[config.mk]
export PLATFORM = sky130hd
export DESIGN_NAME = ifetch_seq
export DESIGN_NICKNAME = d
export VERILOG_FILES = /design/src/rtl/legv8_pkg.sv /design/src/rtl/ifetch_seq.sv
export SDC_FILE = /design/constraint.sdc
export NUM_CORES = 1
export LEC_CHECK = 0
export CAP_MARGIN = 20
export CORE_MARGIN = 3
export CORE_UTILIZATION = 41
export CTS_CLUSTER_SIZE = 14
export DETAILED_ROUTE_END_ITERATION = 6
export PLACE_DENSITY = 0.74
export SLEW_MARGIN = 0
export SYNTH_ARGS = -nofsm -noshare
export SYNTH_HDL_FRONTEND = slang
export SYNTH_SLANG_ARGS = --single-unit
[constraint.sdc]
create_clock -name CLK -period 6.4 [get_ports CLK]
set_input_delay 1.28 -clock CLK [delete_from_list [all_inputs] [get_ports CLK]]
set_output_delay 1.28 -clock CLK [all_outputs]
set_load 0.005 [all_outputs]
[src/rtl/legv8_pkg.sv]
// Shared LEGv8 core definitions: fetch FSM encoding and fetch/PC widths.
package legv8_pkg;

  typedef enum logic [1:0] {
    FETCH = 2'd0,
    HOLD  = 2'd1,
    FLT   = 2'd2
  } fetch_state_t;

  localparam int INST_BYTES = 4;
  localparam int PC_W       = 64;

endpackage

[src/rtl/ifetch_seq.sv]
// Instruction fetch sequencer: reads four bytes of a byte-wide memory, one per
// cycle, into a little-endian word and offers it to decode over valid/ready.
module ifetch_seq
  import legv8_pkg::*;
#(
  parameter int unsigned     MEM_BYTES = 32,
  parameter logic [PC_W-1:0] RESET_PC  = 64'd0
) (
  input  logic            CLK,
  input  logic            RST,
  input  logic [PC_W-1:0] PC_IN,
  input  logic            PC_LOAD,
  output logic [PC_W-1:0] MEM_ADDR,
  input  logic [7:0]      MEM_DATA,
  output logic [31:0]     INSTRUCTION,
  output logic [PC_W-1:0] INST_PC,
  output logic            INST_VALID,
  input  logic            INST_READY,
  output logic            FAULT
);

  fetch_state_t    state_q, state_d;
  logic [PC_W-1:0] pc_q, pc_d;
  logic [1:0]      cnt_q, cnt_d;
  logic [31:0]     asm_q, asm_d;
  logic [31:0]     instruction_q, instruction_d;
  logic [PC_W-1:0] inst_pc_q, inst_pc_d;
  logic            inst_valid_q, inst_valid_d;
  logic            fault_q, fault_d;

  // One extra bit so a pc near 2^64 cannot wrap back into range.
  logic [PC_W:0]   last_byte_s;
  logic            out_of_range_s;

  assign last_byte_s    = {1'b0, pc_q} + 65'd3;
  assign out_of_range_s = (last_byte_s >= 65'(MEM_BYTES));

  always_ff @(posedge CLK) begin
    if (RST) begin
      state_q       <= FETCH;
      pc_q          <= RESET_PC;
      cnt_q         <= 2'd0;
      asm_q         <= 32'd0;
      instruction_q <= 32'd0;
      inst_pc_q     <= 64'd0;
      inst_valid_q  <= 1'b0;
      fault_q       <= 1'b0;
    end else begin
      state_q       <= state_d;
      pc_q          <= pc_d;
      cnt_q         <= cnt_d;
      asm_q         <= asm_d;
      instruction_q <= instruction_d;
      inst_pc_q     <= inst_pc_d;
      inst_valid_q  <= inst_valid_d;
      fault_q       <= fault_d;
    end
  end

  always_comb begin
    state_d       = state_q;
    pc_d          = pc_q;
    cnt_d         = cnt_q;
    asm_d         = asm_q;
    instruction_d = instruction_q;
    inst_pc_d     = inst_pc_q;
    inst_valid_d  = inst_valid_q;
    fault_d       = fault_q;
    // A redirect wins in every state; any partial word is simply dropped.
    if (PC_LOAD) begin
      inst_valid_d = 1'b0;
      cnt_d        = 2'd0;
      if (PC_IN[1:0] != 2'b00) begin
        state_d = FLT;
        fault_d = 1'b1;
      end else begin
        state_d = FETCH;
        pc_d    = PC_IN;
        fault_d = 1'b0;
      end
    end else begin
      case (state_q)
        FETCH: begin
          if ((cnt_q == 2'd0) && out_of_range_s) begin
            state_d      = FLT;
            fault_d      = 1'b1;
            inst_valid_d = 1'b0;
          end else begin
            asm_d[{cnt_q, 3'b000} +: 8] = MEM_DATA;
            cnt_d                       = cnt_q + 2'd1;
            if (cnt_q == 2'd3) begin
              instruction_d = asm_d;
              inst_pc_d     = pc_q;
              inst_valid_d  = 1'b1;
              state_d       = HOLD;
            end else begin
              state_d = FETCH;
            end
          end
        end
        HOLD: begin
          if (inst_valid_q && INST_READY) begin
            pc_d         = pc_q + 64'(INST_BYTES);
            inst_valid_d = 1'b0;
            state_d      = FETCH;
          end else begin
            state_d = HOLD;
          end
        end
        FLT: begin
          fault_d      = 1'b1;
          inst_valid_d = 1'b0;
        end
        default: begin
          state_d = FETCH;
          cnt_d   = 2'd0;
        end
      endcase
    end
  end

  always_comb begin
    case (state_q)
      FETCH:   MEM_ADDR = pc_q + {62'd0, cnt_q};
      HOLD:    MEM_ADDR = pc_q;
      FLT:     MEM_ADDR = pc_q;
      default: MEM_ADDR = pc_q;
    endcase
  end

  assign INSTRUCTION = instruction_q;
  assign INST_PC     = inst_pc_q;
  assign INST_VALID  = inst_valid_q;
  assign FAULT       = fault_q;

endmodule

# Yosys cells after proc, flatten, opt, wreduce, memory -nomap -nowiden
# Index checks and enable logic that the tools add are counted.
# word_totals
regBits	198
inputBits	76
out_inout_bits	162
wordCells	67
# op_classes
add_sub_neg	5
n_lt_le_gt_ge	1
n_eq_ne	9
shift	2
muxes	22
bitwise	3
reduce_logical	17
# op_table
operator	n
two-way mux 64 bit	5
adder 64 x 2 -> 65 bit, second input constant	1
greater-or-equal comparator 65 x 6 -> 1 bit, second input constant	1
adder 64 x 2 -> 64 bit	1
adder 64 x 3 -> 64 bit, second input constant	1
bitwise mux 32 bit	1
variable shift 8 x 7 -> 32 bit, first input constant	1
indexed part select 8 x 7 -> 32 bit	1
AND reduction 3 bit	3
two-way mux 1 bit	8
two-way mux 2 bit	4
inequality test 2 bit, second input constant	4
negation 5 -> 7 bit	1
inequality test 3 bit, second input constant	2
one-hot mux 2 bit (3 select lines)	1
nonzero test 2 bit	3
nonzero test 3 bit	2
== test 2 bit, second input constant	2
zero test 2 bit	2
one-hot mux 2 bit (2 select lines)	1
AND reduction 2 bit	2
AND reduction 4 bit	1
OR reduction 2 bit	2
NOT 1 bit	3
other kinds (5)	6

# Longest topological paths before layout
# depth
depth_word	6
mapped_depth	15
mapped_depth_nobuf	10

# Least setup slack after synthesis
# Ideal clock, no wire load.
# synth_path
path_kind	reg2out
startpoint	reg pc_q[3]
endpoint	out MEM_ADDR[62]
arrival_ps	2655
t_required_ps	5120
path_slack_ps	2465
path_stages_with_launch	11
n_path_buf	1
path_cell_list	dfxtp_1 -> ha_1 -> clkbuf_1 -> nand3_1 -> nor3_2 -> nand4_1 -> nor3_1 -> nand4b_1 -> nor3_1 -> nand2_1 -> xnor2_1
# synth_between
elab_chain_len	2
# synth_rtl
item	line	rtl
start, declared	ifetch_seq.sv:23	logic [PC_W-1:0] pc_q, pc_d;
start signal, assigned	ifetch_seq.sv:50	pc_q <= pc_d;
adder 64 x 2 -> 64 bit	ifetch_seq.sv:124	FETCH: MEM_ADDR = pc_q + {62'd0, cnt_q};
two-way mux 64 bit	ifetch_seq.sv:123	case (state_q)
end, declared	ifetch_seq.sv:13	output logic [PC_W-1:0] MEM_ADDR,
# No other way between the ends.

# Worst setup path in the final report
# layout_path
startpoint	reg pc_q[5]
endpoint	out MEM_ADDR[61]
# Same word-level chain as after synthesis.

==> flow_metrics.py <==
metrics = {
    "outcome": {
        "status": "completed",
    },
    "clock_network": {
        "cts_setup_buffers": 0,
        "clkSinkCount": 198,
        "cts_tree": "built",
        "post_cts_resized": 0,
        "root_buffer": "clkbuf_16",
        "holdBufCountCts": 0,
        "cts_made_buffers": 17,
        "cts.clk_slew.worst_paths_ps": 70,
        "clock_latency_ps": 470,
        "cts_buffer_depth": 2,
        "h-tree-depth": 4,
    },
    "synthesis": {
        "yosys-top-cells-count": "198 x dfxtp_1, 196 x nand2b_1, 181 x nor2_1, 130 x mux2i_1, 126 x a21oi_1",
        "yosysTopAreaCell": "dfxtp_1",
        "avgSynthCellArea_um2": 7.71,
        "synth_cell_types": 75,
        "postSynthCellCount": 1725,
        "synth_edf_count": 0,
        "synth_seq_cells": 198,
        "ys_warn_count": 0,
        "synthArstFlopShare_pct": 0,
        "synth_top_area_share_pct": 29.8,
        "yosys-top-cells-area": "dfxtp_1 30%, mux2i_1 9.8%, nand2b_1 9.2%",
        "synth_nets": 1815,
        "synthFlopType": "dfxtp_1",
        "synth_most_common_cell": "dfxtp_1",
        "seq_area_frac_synth_pct": 29.8,
        "netlist_area_mm2": 0.0133,
    },
    "global_routing": {
        "track_usage_pct": 27.1,
        "grt_overflow": 0,
        "grt_pass1_wl_um": 73200,
        "grt_max_degree": 150,
        "grt_pass1_vias": 12700,
        "antenna_found_initial": 4,
    },
    "pwr": {
        "peakVddDrop_v": 0.000178,
        "power_density_mw_per_mm2": 166,
        "leakagePower_nw": 5.31,
    },
    "setup_path": {
        "cp-end-kind": "primary output",
        "cp_max_fo": 12,
        "arrival_ps": 4710,
        "critPathLaunch": "pc_q[5]",
        "start_kind": "flop",
        "rr_startpoint": "pc_q[20]",
        "crit_required_ps": 5120,
        "critPathKind": "reg2out",
    },
    "timing": {
        "finalHoldViolations": 0,
        "finalSetupTns_ps": 0,
        "finClkSkew_ps": 15.2,
        "relSlewSlack_pct": 27.4,
        "rsz0062_at_grt": "no",
        "hold_ws_ps": 470,
        "period_share_pct": 93.6,
        "fmax_mhz": 167,
        "post-route-min-period_ps": 5990,
        "tightest_slew_ps": 1090,
        "setup_viol": 0,
        "slew_viol_final": 0,
    },
    "placed_design": {
        "dp_cells": 2264,
        "numPortBuffers": 237,
        "hpwlAfterDp_um": 34500,
        "gp_congestion": 0.998,
    },
    "detailed_routing": {
        "antenna_left": 0,
        "first_pass_iters": 7,
        "routed_wl_um": 48000,
        "drc": 0,
        "vias": 13400,
        "viasPerCell": 5.84,
        "first_iter_violations": 1301,
        "wire_per_inst_um": 20.9,
    },
    "floorplanning": {
        "fp.dieW_um": 186,
        "die_h_um": 186,
        "coreArea_mm2": 0.0318,
        "num_rows": 65,
        "die_area_mm2": 0.0347,
        "ios": 238,
        "start_util_pct": 41.8,
    },
    "job": {
        "maxCapViolCount": 0,
    },
    "cells_and_area": {
        "final_cell_count_no_fill": 2294,
        "nets": 1938,
        "n_antenna_cell": 0,
        "drive_gt1_share_pct": 6.02,
        "syn_to_final_growth_pct": 22.4,
    },
    "min_path": {
        "hp-class": "reg2reg",
        "worstHoldStart": "INST_PC[17]",
    },
}
worst max-delay path: stages, from the launching register on:
cell and delay, ps:
dfxtp_1 560, nand4_1 450, nor4_1 970, nand3_1 470, or3_1 600, nor2_1 180, and4_1 250, nand2_1 80
xnor2_1 140, clkdlybuf4s50_1 540
sequential cells by signal, summed over array words and instances, names as in the netlist:
name / count
state_q: 2
FAULT: 1
INSTRUCTION: 32
pc_q: 64
asm_q: 32
INST_PC: 64
cnt_q: 2
INST_VALID: 1
cell usage in the layout (no fill, tap or decap), types with 4 or more instances in the layout:
cell type,netlist,routed
nor2b_1,32,32
nor3_1,53,53
a21oi_1,126,125
buf_4,11,23
or2_2,41,41
mux2i_1,130,130
nand2_1,106,106
nand2b_1,196,196
nor4_1,26,26
and4_1,15,15
a2111oi_0,4,4
xor2_1,24,24
o21ai_0,62,62
o22ai_1,7,7
a211oi_1,11,11
xnor2_1,57,57
a22oi_1,23,23
dfxtp_1,198,198
a21o_1,10,10
nor2_1,181,180
and3_1,17,17
nand3_1,46,46
and2_1,6,6
o31ai_1,4,4
a22o_1,4,4
nand4_1,50,50
o41ai_1,8,8
inv_1,25,25
clkbuf_16,0,17
or4_1,9,9
or3_1,14,14
a2bb2oi_1,7,7
ha_1,13,13
clkdlybuf4s50_1,0,235
power breakdown:
group / internal (W) / switching (W)
registers: 0.00124 / 0.0000370
clock network: 0.000594 / 0.000533
logic: 0.000148 / 0.000154
total: 0.00199 / 0.000724
kinds of logic (layout without fill, tap and decap cells):
logic type | Yosys count | in the layout | synth area share [%]
mux | 131 | 131 | 9.86
compound gates | 308 | 308 | 14.3
buf+inv | 181 | 315 | 6.26
flops | 198 | 198 | 29.8
simple gates | 812 | 812 | 33.0
xor+xnor | 81 | 81 | 5.33
fa+ha+maj | 14 | 14 | 1.37
metal layers:
| metal | vias to the layer above | track usage [%] | wire length, um | part of all wire (%) |
|---|---|---|---|---|
| met2 | 680 | 43.7 | 21900 | 46 |
| li1 | 6274 | - | - | - |
| met5 | - | 0 | 45 | 0.094 |
| met3 | 130 | 6.40 | 4360 | 9.1 |
| met4 | 8 | 11.6 | 1900 | 4.0 |
| met1 | 6316 | 34.8 | 19700 | 41 |
path summary, 6_finish.rpt:
| check | depth (start not counted) | slack [ps] | end |
|---|---|---|---|
| worst max-delay path | 9 | 410 | MEM_ADDR[61] |
| worst min-delay path | 2 | 470 | INST_PC[17] |
| worst max register to register | 10 | 1470 | INST_PC[27] |
| worst min register to register | 2 | 470 | INST_PC[17] |
area by class of cell:
class / instances / area (um^2)
fill: 3063 / 15500
multi-input combinational: 1346 / 8540
sequential: 198 / 3960
timing repair buffer: 260 / 2560
tap: 435 / 544
clock buffer: 19 / 443
clock inverter: 11 / 144
inverter: 25 / 93.8
stage by stage:
stage | total power [W] | setup slack, ps | instance area (um^2) | utilization, %
CTS | 0.00272 | 551 | 16300 | 51.2
detailed placement | 0.00161 | 1060 | 15700 | 49.4
floorplan | 0.00147 | 2470 | 13300 | -
finish | 0.00271 | 411 | 16300 | 51.2
global route | 0.00280 | 196 | 16300 | 51.2
global placement | 0.00160 | 1190 | 15700 | 49.4
Power figures use the tool's default switching activity.
